$ cat src/rtl/fib_term_collector_if.sv
// Stream bundle between the Fibonacci generator, the term collector
// and the downstream consumer of tagged terms.
interface fib_term_collector_if #(
    parameter int N     = 8,
    parameter int IDX_W = 6
);
    logic [N-1:0]     in_data;
    logic             in_valid;
    logic [N-1:0]     out_data;
    logic [IDX_W-1:0] out_idx;
    logic             out_ovf;
    logic             out_valid;
    logic             out_ready;

    modport master (
        output in_data,
        output in_valid,
        output out_ready,
        input  out_data,
        input  out_idx,
        input  out_ovf,
        input  out_valid
    );

    modport slave (
        input  in_data,
        input  in_valid,
        input  out_ready,
        output out_data,
        output out_idx,
        output out_ovf,
        output out_valid
    );
endinterface

$ cat src/rtl/fib_term_collector.sv
// Tags generator terms with index and wrap flag, queues them in a
// first-word-fall-through FIFO; terms arriving while full are dropped.
module fib_term_collector #(
    parameter int N     = 8,
    parameter int DEPTH = 4,
    parameter int IDX_W = 6
) (
    input  logic                   clk,
    input  logic                   rst_n,
    input  logic                   clear,
    fib_term_collector_if.slave    bus,
    output logic [$clog2(DEPTH):0] count,
    output logic [7:0]             drop_cnt,
    output logic                   ovf_seen
);
    localparam int PW = $clog2(DEPTH);
    localparam logic [PW:0] FULL = (PW+1)'(DEPTH);
    localparam logic [IDX_W-1:0] IDX_MAX = {IDX_W{1'b1}};

    typedef struct packed {
        logic [N-1:0]     data;
        logic [IDX_W-1:0] idx;
        logic             ovf;
    } entry_t;

    entry_t           r_mem [DEPTH];
    logic [PW-1:0]    r_wr;
    logic [PW-1:0]    r_rd;
    logic [PW:0]      r_count;
    logic [7:0]       r_drop;
    logic [IDX_W-1:0] r_idx;
    logic [N-1:0]     r_prev;
    logic             r_seen;

    logic   w_push;
    logic   w_pop;
    logic   w_full;
    logic   w_wr;
    logic   w_drop;
    logic   w_wrap;
    logic   w_nempty;
    entry_t w_new;
    entry_t w_head;

    always_comb begin
        w_nempty = (r_count != '0);
        w_full   = (r_count == FULL);
        w_push   = bus.in_valid & ~clear;
        w_pop    = w_nempty & bus.out_ready & ~clear;
        // A full FIFO still accepts when the head leaves this cycle
        w_wr     = w_push & (~w_full | w_pop);
        w_drop   = w_push & w_full & ~w_pop;
        w_wrap   = (r_idx != '0) && (bus.in_data < r_prev);
        w_new.data = bus.in_data;
        w_new.idx  = r_idx;
        w_new.ovf  = w_wrap | r_seen;
        w_head   = r_mem[r_rd];
    end

    always_ff @(posedge clk) begin
        if (w_wr) begin
            r_mem[r_wr] <= w_new;
        end
    end

    always_ff @(posedge clk or negedge rst_n) begin
        if (!rst_n) begin
            r_wr    <= '0;
            r_rd    <= '0;
            r_count <= '0;
            r_drop  <= '0;
            r_idx   <= '0;
            r_prev  <= '0;
            r_seen  <= 1'b0;
        end else if (clear) begin
            r_wr    <= '0;
            r_rd    <= '0;
            r_count <= '0;
            r_drop  <= '0;
            r_idx   <= '0;
            r_prev  <= '0;
            r_seen  <= 1'b0;
        end else begin
            if (w_wr) begin
                r_wr <= r_wr + 1'b1;
            end
            if (w_pop) begin
                r_rd <= r_rd + 1'b1;
            end
            unique case ({w_wr, w_pop})
                2'b10:   r_count <= r_count + 1'b1;
                2'b01:   r_count <= r_count - 1'b1;
                default: r_count <= r_count;
            endcase
            if (w_drop && r_drop != 8'hFF) begin
                r_drop <= r_drop + 1'b1;
            end
            if (w_push) begin
                r_prev <= bus.in_data;
                if (r_idx != IDX_MAX) begin
                    r_idx <= r_idx + 1'b1;
                end
                if (w_wrap) begin
                    r_seen <= 1'b1;
                end
            end
        end
    end

    assign bus.out_valid = w_nempty;
    assign bus.out_data  = w_nempty ? w_head.data : '0;
    assign bus.out_idx   = w_nempty ? w_head.idx : '0;
    assign bus.out_ovf   = w_nempty ? w_head.ovf : 1'b0;
    assign count         = r_count;
    assign drop_cnt      = r_drop;
    assign ovf_seen      = r_seen;
endmodule

$ cat src/flat_wrapper.sv
// flat-port wrapper written by rule: the top's interface ports become plain ports
module fib_term_collector_flat 
#(
    parameter int N     = 8,
    parameter int DEPTH = 4,
    parameter int IDX_W = 6
)
  (clk, rst_n, clear, count, drop_cnt, ovf_seen, bus_in_data, bus_in_valid, bus_out_ready, bus_out_data, bus_out_idx, bus_out_ovf, bus_out_valid);
  fib_term_collector_if #(.N(N), .IDX_W(IDX_W)) bus_i ();
  input  logic clk;
  input  logic rst_n;
  input  logic clear;
  output logic [$clog2(DEPTH):0] count;
  output logic [7:0] drop_cnt;
  output logic ovf_seen;
  input wire logic [$bits(bus_i.in_data)-1:0] bus_in_data;
  input wire logic [$bits(bus_i.in_valid)-1:0] bus_in_valid;
  input wire logic [$bits(bus_i.out_ready)-1:0] bus_out_ready;
  output wire logic [$bits(bus_i.out_data)-1:0] bus_out_data;
  output wire logic [$bits(bus_i.out_idx)-1:0] bus_out_idx;
  output wire logic [$bits(bus_i.out_ovf)-1:0] bus_out_ovf;
  output wire logic [$bits(bus_i.out_valid)-1:0] bus_out_valid;
  assign bus_i.in_data = bus_in_data;
  assign bus_i.in_valid = bus_in_valid;
  assign bus_i.out_ready = bus_out_ready;
  assign bus_out_data = bus_i.out_data;
  assign bus_out_idx = bus_i.out_idx;
  assign bus_out_ovf = bus_i.out_ovf;
  assign bus_out_valid = bus_i.out_valid;
  fib_term_collector #(.N(N), .DEPTH(DEPTH), .IDX_W(IDX_W)) u_core (.clk(clk), .rst_n(rst_n), .clear(clear), .bus(bus_i), .count(count), .drop_cnt(drop_cnt), .ovf_seen(ovf_seen));
endmodule
$ cat config.mk
export PLATFORM = sky130hd
export DESIGN_NAME = fib_term_collector_flat
export DESIGN_NICKNAME = d
export VERILOG_FILES = /design/src/rtl/fib_term_collector_if.sv /design/src/rtl/fib_term_collector.sv /design/src/flat_wrapper.sv
export SDC_FILE = /design/constraint.sdc
export NUM_CORES = 1
export LEC_CHECK = 0
export CAP_MARGIN = 30
export CORE_AREA = 5 5 93 95
export DETAILED_ROUTE_END_ITERATION = 10
export DIE_AREA = 0 0 98 100
export GPL_ROUTABILITY_DRIVEN = 0
export HOLD_SLACK_MARGIN = 0.12
export PLACE_DENSITY = 0.85
export SETUP_SLACK_MARGIN = 0.15
export SYNTH_ARGS = -nofsm -noshare
export SYNTH_HDL_FRONTEND = slang
export SYNTH_SLANG_ARGS = --single-unit
$ cat constraint.sdc
create_clock -name clk -period 3.1 [get_ports clk]
set_input_delay 0.62 -clock clk [delete_from_list [all_inputs] [get_ports clk]]
set_output_delay 0.62 -clock clk [all_outputs]
set_load 0.02 [all_outputs]
==> impl_metrics.tcl <==
set metrics [dict create \
    drv_slew 0 \
    wirelength_um 7468 \
    avgSynthCellArea_um2 14.35 \
    fmax_mhz 355.9 \
    setup_violations 0 \
    rr_worst_depth 8 \
    p_per_area_nw_per_um2 533.8 \
    fin_setup_tns_ps 0 \
    finalHoldViolCount 0 \
    fp-row-count 32 \
    ant_nets 0 \
    finalNetCount 363 \
    hp-class "reg -> reg" \
    insertion_delay_ps 360 \
    slowest_delay_ps 530 \
    ios 41 \
    power.total_mw 2.593 \
    grt_usage_pct 16.83 \
    worst-path-max-fanout 15 \
    dp_hpwl_um 5034 \
    numCtsBuffers 9 \
    max_slew_margin_pct 72.05 \
    worst_slack_ps 290.1 \
    synth_edf_count 60 \
    synth_area_um2 4104 \
    die_x_um 98 \
    synth_top_area_share_pct 43.90 \
    dieHeight_um 100 \
    syn_inst 286 \
    period_minus_slack_ps 2810 \
    yosysSeqAreaShare_pct 62.20 \
    worstSetupEndpointType "primary output" \
    rsz0062_at_grt "no" \
    ir_worst_vdd_mv 0.2303 \
    syn2layout_area_growth_pct 18.35 \
    synth_cell_types 47 \
    hold_depth 2 \
    yosysTopAreaCell "edfxtp_1" \
    drc 0 \
    crit_chain "buf_12 > mux4_2 > and2_1 > clkdlybuf4s50_1" \
    synth.area.top_cells "edfxtp_1 44%, dfrtp_1 18%, mux4_2 8.2%" \
    start_util_pct 53.66 \
    worst_ep_required_time_ps 2480 \
    status "finished clean" \
    ys_ff_latch 90 \
    insertedDiodeCount 0 \
    fillCellCount 562 \
    antenna_found_initial 0 \
    drive_gt1_share_pct 14.71 \
    vias_per_cell 5.615 \
    ys_warn_count 0 \
    place_ws_ps 448.3 \
    dr.pass1.iters 4 \
    cts_tree "built" \
    drtIter0Drc 124 \
    coreArea_um2 7647 \
    grt_pass1_vias 2541 \
    maxCapViolations 0 \
    multi_input_area_um2 1431 \
    worstPathArrival_ps 2190 \
    post-route-period-util_pct 90.64 \
    grt_start_max_net_pins 31 \
    synthFlopType "edfxtp_1" \
    placed_area_um2 4653 \
    startpoint_type "flop" \
    slowest_stage "mux4_2" \
    ys_async_sr_fraction_pct 33.33 \
    worstSetupPathType "reg -> out" \
    final_cell_area_um2 4857 \
    seqCellArea_um2 2554 \
    power.leakage_nw 1.809 \
    fin_skew_ps 12.11 \
    clk_pin_slew_ps 90 \
    post_cts_buffers 0 \
    io_buffer_count 40 \
    vias 2482 \
    grt-ovfl-total 0 \
    clock_sinks 90 \
    cts-htree-levels 3 \
    syn-num-nets 314 \
    cts-root-buf "clkbuf_8" \
    dieArea_um2 9800 \
    wl_per_cell_um 16.90 \
    worstMarginPinSlew_ps 418.8 \
    cts_buffer_depth 2 \
    grt_pass1_wl_um 12650 \
]
-- sequential cells by signal, indices dropped and copies added, names as in the netlist --
signal	count
u_core.r_mem	60
u_core.r_idx	6
u_core.r_prev	8
u_core.count	3
u_core.r_rd	2
u_core.r_wr	2
u_core.drop_cnt	8
u_core.ovf_seen	1
-- metrics by stage --
stage          hold slack (ps)  utilization (%)  cells
3_3_place_gp             502.2            60.85    426
5_1_grt                  563.7            63.51    442
6_report                 532.9            63.51    442
2_1_floorplan            324.4                -    286
3_5_place_dp             518.8            60.85    426
4_1_cts                  538.9            63.38    442
-- layer usage --
metal,up-vias,wire (µm),track usage (%)
met4,0,71,5.112
met5,-,0,0
li1,1155,-,-
met2,71,3842,28.53
met3,6,452,5.490
met1,1250,3102,20.69
-- where the power goes --
group          total [mW]  internal, mW  leakage (nW)  switching, mW
Clock               0.733         0.320        0.0933          0.413
Combinational       0.491         0.247         0.750          0.244
Sequential           1.37          1.33         0.966         0.0383
Total                2.59          1.90          1.81          0.696
-- synth_stat cells (2+ instances only) --
cell type / n
edfxtp_1: 60
dfrtp_1: 30
and2_1: 20
nor2_1: 20
inv_1: 17
mux4_2: 15
ha_1: 14
a21oi_1: 11
mux2i_1: 9
nand2_1: 9
clkbuf_1: 6
o21ai_0: 6
xnor2_1: 6
nand3_1: 5
xor2_1: 4
a211oi_1: 3
buf_2: 3
nand4_1: 3
nor2b_1: 3
nor4_1: 3
o31ai_1: 3
or3_1: 3
and2b_2: 2
and3_1: 2
buf_1: 2
nor3_1: 2
nor3b_1: 2
o2111ai_1: 2
o211ai_1: 2
or4_1: 2
-- cell families (layout without fill, tap and decap cells) --
| kind of cell | count (synthesis) | count (layout) | share of synthesized area (%) |
|---|---|---|---|
| and+or+nand+nor | 80 | 80 | 10.98 |
| xor gates and xnor gates | 10 | 10 | 2.134 |
| buffers and inverters | 30 | 84 | 3.049 |
| AOI/OAI and AO/OA | 36 | 36 | 6.189 |
| DFF | 90 | 90 | 62.20 |
| muxes | 25 | 25 | 10.70 |
| adders and majority gates | 15 | 15 | 4.756 |
-- final cells by class --
cell class | instances | share of cell area (%)
flip-flops and latches | 90 | 52.58
multi-input cells | 166 | 29.47
repair buffers | 51 | 10.20
clock buffers | 10 | 2.834
well taps | 102 | 2.628
inverters | 17 | 1.314
clock inverters | 6 | 0.9789
-- final timing paths --
kind	start	endpoint	slack [ps]
hold reg to reg	u_core.r_prev[0]	u_core.r_prev[0]	530
setup reg to reg	u_core.count[0]	u_core.count[2]	770
setup / recovery	u_core.r_rd[0]	bus_out_data[6]	290
max in group asynchronous	rst_n	u_core.r_rd[0]	2130
min in group asynchronous	rst_n	u_core.r_idx[5]	660
hold / removal	u_core.r_prev[0]	u_core.r_prev[0]	530
-- critical path: cells and delay by family, from the launching register on --
kind	cells	cell delay [ps]
flops	1	420
mux	1	530
simple gates	1	170
buf+inv	2	720
-- timing repair --
action,CTS,global route
endpoints found under the setup margin,15,15
hold endpoints to repair,0,0
gates resized for setup,2,3
hold buffers,0,0
-- placed cells by master (no fill, tap or decap), drive strengths merged, types with 2 or more instances in the layout --
cell type	n
and3	2
nor3	2
edfxtp	60
or3	3
and2	20
nand3	5
xor2	4
nand4	3
o31ai	3
nor4	3
and2b	3
clkdlybuf4s50	40
o2111ai	2
nand2	9
clkbuf	10
a211oi	3
nor2b	3
mux4	15
nor2	20
o211ai	3
xnor2	6
inv	19
buf	11
ha	14
o21ai	6
mux2i	9
a21oi	11
nor3b	2
or4	2
dfrtp	30
clkinv	3
Note: power is estimated with default switching activity, not from simulation.
